**config.mk**
```make
export PLATFORM = sky130hd
export DESIGN_NAME = epsilon_sampler
export DESIGN_NICKNAME = d
export VERILOG_FILES = /design/src/rtl/epsilon_pkg.sv /design/src/rtl/epsilon_lfsr.sv /design/src/rtl/epsilon_sampler.sv
export SDC_FILE = /design/constraint.sdc
export NUM_CORES = 2
export LEC_CHECK = 0
export ABC_AREA = 0
export BUFFER_PORTS_ARGS = -buffer_cell sky130_fd_sc_hd__buf_2
export CAP_MARGIN = 20
export CORE_MARGIN = 3
export CORE_UTILIZATION = 25
export CTS_BUF_LIST = sky130_fd_sc_hd__clkbuf_8
export DETAILED_ROUTE_END_ITERATION = 10
export PLACE_DENSITY = 0.5
export SETUP_SLACK_MARGIN = 0.05
export SYNTH_ARGS = -nofsm -noshare
export SYNTH_HDL_FRONTEND = slang
export SYNTH_SLANG_ARGS = --single-unit
```
**constraint.sdc**
```tcl
create_clock -name clk -period 4.37 [get_ports clk]
set_input_delay 0.874 -clock clk [delete_from_list [all_inputs] [get_ports clk]]
set_output_delay 0.874 -clock clk [all_outputs]
set_load 0.03 [all_outputs]
```
**src/rtl/epsilon_pkg.sv**
```systemverilog
// Shared constants and helpers for the epsilon sampler: mode encoding, LFSR polynomial, seed spreading.
// Latency: n/a (package only).
// Backpressure: n/a (package only).
package epsilon_pkg;

    localparam logic [1:0] MODE_MAG     = 2'd0;
    localparam logic [1:0] MODE_SIGNED  = 2'd1;
    localparam logic [1:0] MODE_UNIFORM = 2'd2;

    localparam logic [15:0] LFSR_POLY        = 16'hB400;
    localparam logic [15:0] SEED_SPREAD      = 16'h9E37;
    localparam logic [15:0] EPS_DEFAULT_SEED = 16'h0001;

    // Decorrelate channels by XORing a per-channel multiple of a spread constant;
    // the all-zero LFSR state is a lock-up state, so it is replaced by 1.
    function automatic logic [15:0] chan_seed(input logic [15:0] seed, input int unsigned ch);
        logic [15:0] spread;
        logic [15:0] s;
        spread = 16'(ch * 32'(SEED_SPREAD));
        s      = seed ^ spread;
        if (s == 16'h0000) begin
            s = 16'h0001;
        end
        return s;
    endfunction

    // One Galois step, right-shifting, feedback taps applied when the shifted-out bit is 1.
    function automatic logic [15:0] lfsr_next(input logic [15:0] s);
        logic [15:0] n;
        n = s >> 1;
        if (s[0]) begin
            n = n ^ LFSR_POLY;
        end
        return n;
    endfunction

endpackage

```
**src/rtl/epsilon_lfsr.sv**
```systemverilog
// One 16-bit Galois LFSR channel with reseed; exposes the current state combinationally.
// Latency: load/step take effect on the next rising edge.
// Backpressure: advances only when step_i is high; load_i overrides step_i.
module epsilon_lfsr
    import epsilon_pkg::*;
#(
    parameter logic [15:0] RST_STATE = 16'h0001
) (
    input  logic        clk_i,
    input  logic        rst_i,
    input  logic        load_i,
    input  logic [15:0] load_val_i,
    input  logic        step_i,
    output logic [15:0] state_o
);

    logic [15:0] state_q;
    logic [15:0] state_d;

    // Reseed wins over stepping; otherwise hold.
    always_comb begin
        state_d = state_q;
        if (load_i) begin
            state_d = load_val_i;
        end else if (step_i) begin
            state_d = lfsr_next(state_q);
        end
    end

    // State register; reset restores the channel's derived default seed.
    always_ff @(posedge clk_i) begin
        if (rst_i) begin
            state_q <= RST_STATE;
        end else begin
            state_q <= state_d;
        end
    end

    assign state_o = state_q;

endmodule

```
**src/rtl/epsilon_sampler.sv**
```systemverilog
// Multi-channel epsilon sampler: per-channel LFSR indexes a shared writable quantile LUT.
// Latency: one cycle from an enabled fire to out_valid/out_data; one vector per cycle.
// Backpressure: out_data/out_valid held while out_valid && !out_ready; LFSRs stall with them.
module epsilon_sampler #(
    parameter int          NUM_CH       = 4,
    parameter int          BITSIZE      = 20,
    parameter int          INDEX_BITS   = 5,
    parameter int          LFSR_W       = 16,
    parameter logic [15:0] DEFAULT_SEED = epsilon_pkg::EPS_DEFAULT_SEED
) (
    input  logic                      clk,
    input  logic                      rst,
    input  logic                      enable,
    input  logic [1:0]                mode,
    input  logic                      seed_load,
    input  logic [LFSR_W-1:0]         seed,
    input  logic                      lut_we,
    input  logic [INDEX_BITS-1:0]     lut_addr,
    input  logic [BITSIZE-1:0]        lut_wdata,
    output logic                      out_valid,
    input  logic                      out_ready,
    output logic [NUM_CH*BITSIZE-1:0] out_data
);

    import epsilon_pkg::*;

    localparam int LUT_DEPTH = 1 << INDEX_BITS;

    logic [BITSIZE-1:0]        lut_q [LUT_DEPTH];
    logic                      out_valid_q;
    logic [NUM_CH*BITSIZE-1:0] out_data_q;
    logic [NUM_CH*BITSIZE-1:0] out_data_d;
    logic                      fire;

    // A new vector is produced when enabled and the output slot is free or being drained.
    assign fire = enable && (!out_valid_q || out_ready);

    for (genvar c = 0; c < NUM_CH; c++) begin : g_ch
        localparam logic [15:0] RST_S = chan_seed(DEFAULT_SEED, c);

        logic [LFSR_W-1:0]     st;
        logic [LFSR_W-1:0]     load_val;
        logic [INDEX_BITS-1:0] idx;
        logic [BITSIZE-1:0]    mag;
        logic [BITSIZE-1:0]    uni;
        logic [BITSIZE-1:0]    smp;

        assign load_val = chan_seed(seed, c);

        epsilon_lfsr #(
            .RST_STATE (RST_S)
        ) u_lfsr (
            .clk_i      (clk),
            .rst_i      (rst),
            .load_i     (seed_load),
            .load_val_i (load_val),
            .step_i     (fire),
            .state_o    (st)
        );

        assign idx = st[LFSR_W-1 -: INDEX_BITS];
        assign mag = lut_q[idx];

        if (BITSIZE >= LFSR_W) begin : g_uni_ext
            assign uni = BITSIZE'(st);
        end else begin : g_uni_trunc
            assign uni = st[LFSR_W-1 -: BITSIZE];
        end

        // Map the current state to a sample in the requested mode; code 3 behaves as MAG.
        always_comb begin
            smp = mag;
            case (mode)
                MODE_SIGNED:  smp = st[0] ? ({BITSIZE{1'b0}} - mag) : mag;
                MODE_UNIFORM: smp = uni;
                default:      smp = mag;
            endcase
        end

        assign out_data_d[c*BITSIZE +: BITSIZE] = smp;
    end

    // Quantile LUT: writes land after the edge, so same-cycle reads see the old entry.
    always_ff @(posedge clk) begin
        if (rst) begin
            for (int i = 0; i < LUT_DEPTH; i++) begin
                lut_q[i] <= '0;
            end
        end else if (lut_we) begin
            lut_q[lut_addr] <= lut_wdata;
        end
    end

    // Output slot: reseed discards any pending vector but leaves the data bits alone.
    always_ff @(posedge clk) begin
        if (rst) begin
            out_valid_q <= 1'b0;
            out_data_q  <= '0;
        end else if (seed_load) begin
            out_valid_q <= 1'b0;
        end else if (fire) begin
            out_valid_q <= 1'b1;
            out_data_q  <= out_data_d;
        end else if (out_valid_q && out_ready) begin
            out_valid_q <= 1'b0;
        end
    end

    assign out_valid = out_valid_q;
    assign out_data  = out_data_q;

endmodule

```
Yosys cells after proc, flatten, opt, wreduce, memory -nomap -nowiden

Memory sizes are Yosys's and may differ from the RTL's. A register that Yosys moved wholly into a read port is not among the register bits.
Index checks and enable logic that the tools add are counted.
W data, S select, Z words.

Register bits: 145
Latch bits: 0
Memory bits (writable): 640
Bits in read-only memories: 0
Input port bits: 49
Output and inout port bits: 81
Logic and storage cells: 76
Memories: 1

$add $sub $neg: 4
Multipliers: 0
Div/mod/pow operators: 0
$lt $le $gt $ge: 0
Eq/ne operators: 2
Shifts and indexed selects: 0
Muxes and demuxes: 42
Bitwise logic cells: 8
Reductions and logical operators: 13

Memory list:

| memory | depth | bits a word | rd ports | clocked after Yosys merged registers in | wr ports | RTL line              | source |
|---|---|---|---|---|---|---|---|
| lut_q  | 32    | 20          | 4        | 4                                       | 32       | epsilon_sampler.sv:29 | `logic [BITSIZE-1:0] lut_q [LUT_DEPTH];` |

Operators with widths:

| operator                | count |
|---|---|
| $mux W16                | 16 |
| $pmux W20 S2            | 4 |
| $mux W20                | 5 |
| $sub A1 B20 Y20 const A | 4 |
| $logic_not A16 Y1       | 4 |
| $mux W5                 | 9 |
| $reduce_or A20 Y1       | 1 |
| $not A9 Y9              | 2 |
| $not A3 Y4              | 4 |
| $not A10 Y10            | 1 |
| $mux W1                 | 8 |
| $reduce_bool A2 Y1      | 2 |
| $eq A2 B1 Y1 const B    | 1 |
| $eq A2 B2 Y1 const B    | 1 |
| $logic_and A1 B1 Y1     | 2 |
| $reduce_and A2 Y1       | 1 |
| $reduce_or A2 Y1        | 1 |
| $logic_not A1 Y1        | 1 |
| $logic_or A1 B1 Y1      | 1 |
| $not A1 Y1              | 1 |

Logic depth before layout (Yosys ltp)

Depth after elaboration: 7
Depth in mapped cells: 19
Depth with buffers taken out: 12

Cells and area by module

A second synthesis with hierarchy kept.

Cell total of the unflattened synthesis: 4440
Area total of the unflattened synthesis: 53749.0 sq um

By module, submodules not included:

| module                         | times used | cells an instance | area an instance (sq um) | sequential area each (sq um) |
|---|---|---|---|---|
| epsilon_sampler                | 1          | 4131              | 50538.5                  | 20840.0 |
| epsilon_lfsr at g_ch[0].u_lfsr | 1          | 78                | 832.0                    | 320.3 |
| epsilon_lfsr at g_ch[2].u_lfsr | 1          | 77                | 797.0                    | 320.3 |
| epsilon_lfsr at g_ch[1].u_lfsr | 1          | 77                | 794.5                    | 320.3 |
| epsilon_lfsr at g_ch[3].u_lfsr | 1          | 77                | 787.0                    | 320.3 |

Worst setup path after synthesis

Ideal clock, no wire load.

Path kind: reg-to-reg
Start: reg (tool-made name)
End: reg out_data_q[52], in the netlist out_data[52]
Library setup time: 0.137 ns
Arrival time: 3.488 ns
Data required time: 4.233 ns
Path slack: 0.745 ns
Stages on the path, launching flop included: 12
Clock period less this slack: 3.625 ns
Path through: dfxtp_1 -> buf_6 -> buf_4 -> mux4_2 -> mux4_2 -> mux2i_1 -> ha_1 -> or4b_1 -> or3b_4 -> and3_1 -> o21ai_1 -> a31oi_1

RTL lines:

| what                 | RTL line               | source |
|---|---|---|
| end signal, assigned | epsilon_sampler.sv:103 | `out_data_q <= out_data_d;` |
| end, declared        | epsilon_sampler.sv:31  | `logic [NUM_CH*BITSIZE-1:0] out_data_q;` |

==> out/results.ini <==
[outcome]
status=finished clean

[hold_path]
holdCritStartpoint=seed_load
min_to=out_valid$_SDFFE_PP0P_
holdPathStages=2
min_path_type=input pin to register

[grt]
grt_max_degree=78
antenna_found_initial=39
overflow=0
grt_pass1_vias=41600
grt_pass1_wl_um=345000
grt_usage_pct=21.9

[synthesis]
yosys.area.top_type=edfxtp_1
synthArstFlopShare_pct=0
synth_cell_types=91
synth_most_common_cell=and2_1
syn_inst=4473
synth_fp_nets=4528
postSynthAreaPerCell_sq_um=12.1
synth_area_sq_mm=0.0541
netlist_top_cells_count=655 x and2_1, 640 x edfxtp_1, 529 x mux4_2
yosysWarnings=0
synth_edf_count=640
synthTopCellsByArea=edfxtp_1 36%, mux4_2 22%, and2_1 7.6%
ys_seq_area_share_pct=41.6
ys.flop_type=edfxtp_1
yosysTopAreaCellShare_pct=35.5
ys_ff_latch=805

[critical_path]
startpoint_type=register
arrival_ps=4930
worst_r2r_path_depth=11
criticalPathCategory=register to register
endpoint_kind=register
cp.required_ps=5170
r2r_end=out_data[58]$_SDFFE_PP0P_
r2r_slack_ps=240
crit_fanout=15

[finish]
drive_above_1_share_pct=28.8
fin_nets=4699
fillCellCount=21900
multi_input_area_sq_mm=0.0299
stdcell_count=7620
areaGrowthSynthToFinish_pct=16.4
seq_area_sq_mm=0.0226

[die]
placementRows=170
chipWidth_um=471
die_h_um=471
ios=130
initial_core_util_pct=25.2
dieArea_sq_mm=0.222
core_area_sq_mm=0.215

[routing]
ant_nets=0
drt-wirelength-per-cell_um=32.9
drtIter0Drc=6629
routed_wl_um=250000
drc=0
viasPerCell=5.75
drtPass1Iterations=8
vias=43900

[clock_network]
cts_sinks=805
tritoncts=built
numCtsBuffers=148
h-tree-depth=4
clk_pin_slew_ps=60
cts.path.max_buffers=3
clk_latency_ps=960
cts_hold_buf=0
clock-root-buffer=clkbuf_8

[place]
place_congestion=0.965
dp_cells=7325
hpwl_um=174000
io_buffers=129

[pwr]
vdd_drop_max_uv=309
leakage_uw=0.0225
power_density_mw_per_mm2=361

[timing]
slew_headroom_pct=22.1
period_share_pct=94.5
worst_slew_pin_slew_ps=1160
max_freq_mhz=242
slew_viol_final=0
setup_viol=0
min_period_ps=4130
setup_tns_ps=0
final-hold-violation-count=0
rsz0062_at_grt=false
skew_ps=81.5

[job]
cap_violations=0

-- worst max-delay path, cell delays in order (launching register included) --
cell and delay [ps]:
dfxtp_4 600, mux4_2 560, mux4_2 520, mux2i_1 410
buf_4 230, ha_1 160, or4b_1 540, or3b_4 450
buf_4 160, o21ai_2 120, xnor2_1 150, o21ai_1 80
-- worst max path at each step --
stage	end	cells past startpoint	start	slack, ps
CTS	out_data[79]$_SDFFE_PP0P_	13	register	90
floorplan	out_data[52]$_SDFFE_PP0P_	11	register	750
finish	out_data[58]$_SDFFE_PP0P_	11	register	240
global placement	out_data[79]$_SDFFE_PP0P_	13	register	100
global route	out_data[32]$_SDFFE_PP0P_	13	register	140
detailed placement	out_data[25]$_SDFFE_PP0P_	12	register	90
-- power breakdown --
group          switching, uW  total [uW]  internal (uW)
registers                665        9400           8730
logic                   3370        5760           2390
clock network           3670        7580           3900
-- timing repair --
item	4_1_cts	5_1_grt
hold endpoints to repair	0	0
setup buffers	0	3
gates resized for setup	0	5
endpoints found under the setup margin	0	16
-- per-layer routing --
metal | vias to the layer above | wire length, um | global-route usage, %
met1 | 22500 | 103000 | 30.1
met5 | - | 99 | 0
met3 | 489 | 30000 | 6.92
met2 | 3141 | 107000 | 32.1
li1 | 17700 | - | -
met4 | 14 | 9520 | 8.20
-- cells in the final DEF, fill, tap and decap left out, types with 18 or more instances in the layout --
cell type and instances:
and2_1 654, edfxtp_1 640, mux4_2 529, mux2i_1 403, nand2_1 323, buf_4 290, nor2_1 158, clkbuf_8 153
dfxtp_1 149, a22oi_1 146, a21oi_1 143, buf_2 130, o21ai_0 95, nand3_1 81, inv_1 72, a31oi_1 45
nor3_1 45, buf_12 44, mux2_2 42, a211oi_1 40, nand2b_1 38, and3_1 36, nor2_2 34, o21ai_4 32
nor2b_1 31, clkinv_1 28, a221oi_1 26, xnor2_1 21, diode_2 19, nand4_1 18
-- sequential cells by signal, indices dropped and copies added (netlist names), named ones only --
name	count
out_valid	1
lut_q	640
out_data	80
g_ch.u_lfsr.state_o	64
-- per-stage QoR --
stage	area (sq um)	util (%)	total power, uW	hold WS, ps	setup WS, ps
2_1_floorplan	54100	-	12700	460	745
3_3_place_gp	59700	27.8	15100	427	103
3_5_place_dp	59800	27.8	15100	436	88.8
4_1_cts	62800	29.2	22600	153	89.8
5_1_grt	62900	29.3	23400	216	141
6_report	62900	29.3	22700	232	241
-- final cells by class --
| type | count | area share [%] |
|---|---|---|
| Sequential cell | 805 | 35.9 |
| Tap cell | 2838 | 5.64 |
| Clock inverter | 116 | 1.36 |
| Inverter | 30 | 0.183 |
| Antenna cell | 19 | 0.0755 |
| Timing Repair Buffer | 470 | 6.09 |
| Multi-Input combinational cell | 3189 | 47.4 |
| Clock buffer | 153 | 3.35 |
-- cells by family (layout without fill, tap and decap cells) --
kind of cell / count (synthesis) / after routing / share of synthesized area (%)
AO/OA/AOI/OAI: 691 / 691 / 8.51
flip-flops: 805 / 805 / 41.6
AND/OR/NAND/NOR: 1490 / 1490 / 14.8
multiplexers: 976 / 976 / 30.4
XOR/XNOR: 26 / 26 / 0.421
other: 0 / 19 / 0
buffers and inverters: 479 / 769 / 4.12
adder cells (fa/ha/maj): 6 / 6 / 0.139
No activity file was read; power rests on OpenSTA's default activity.
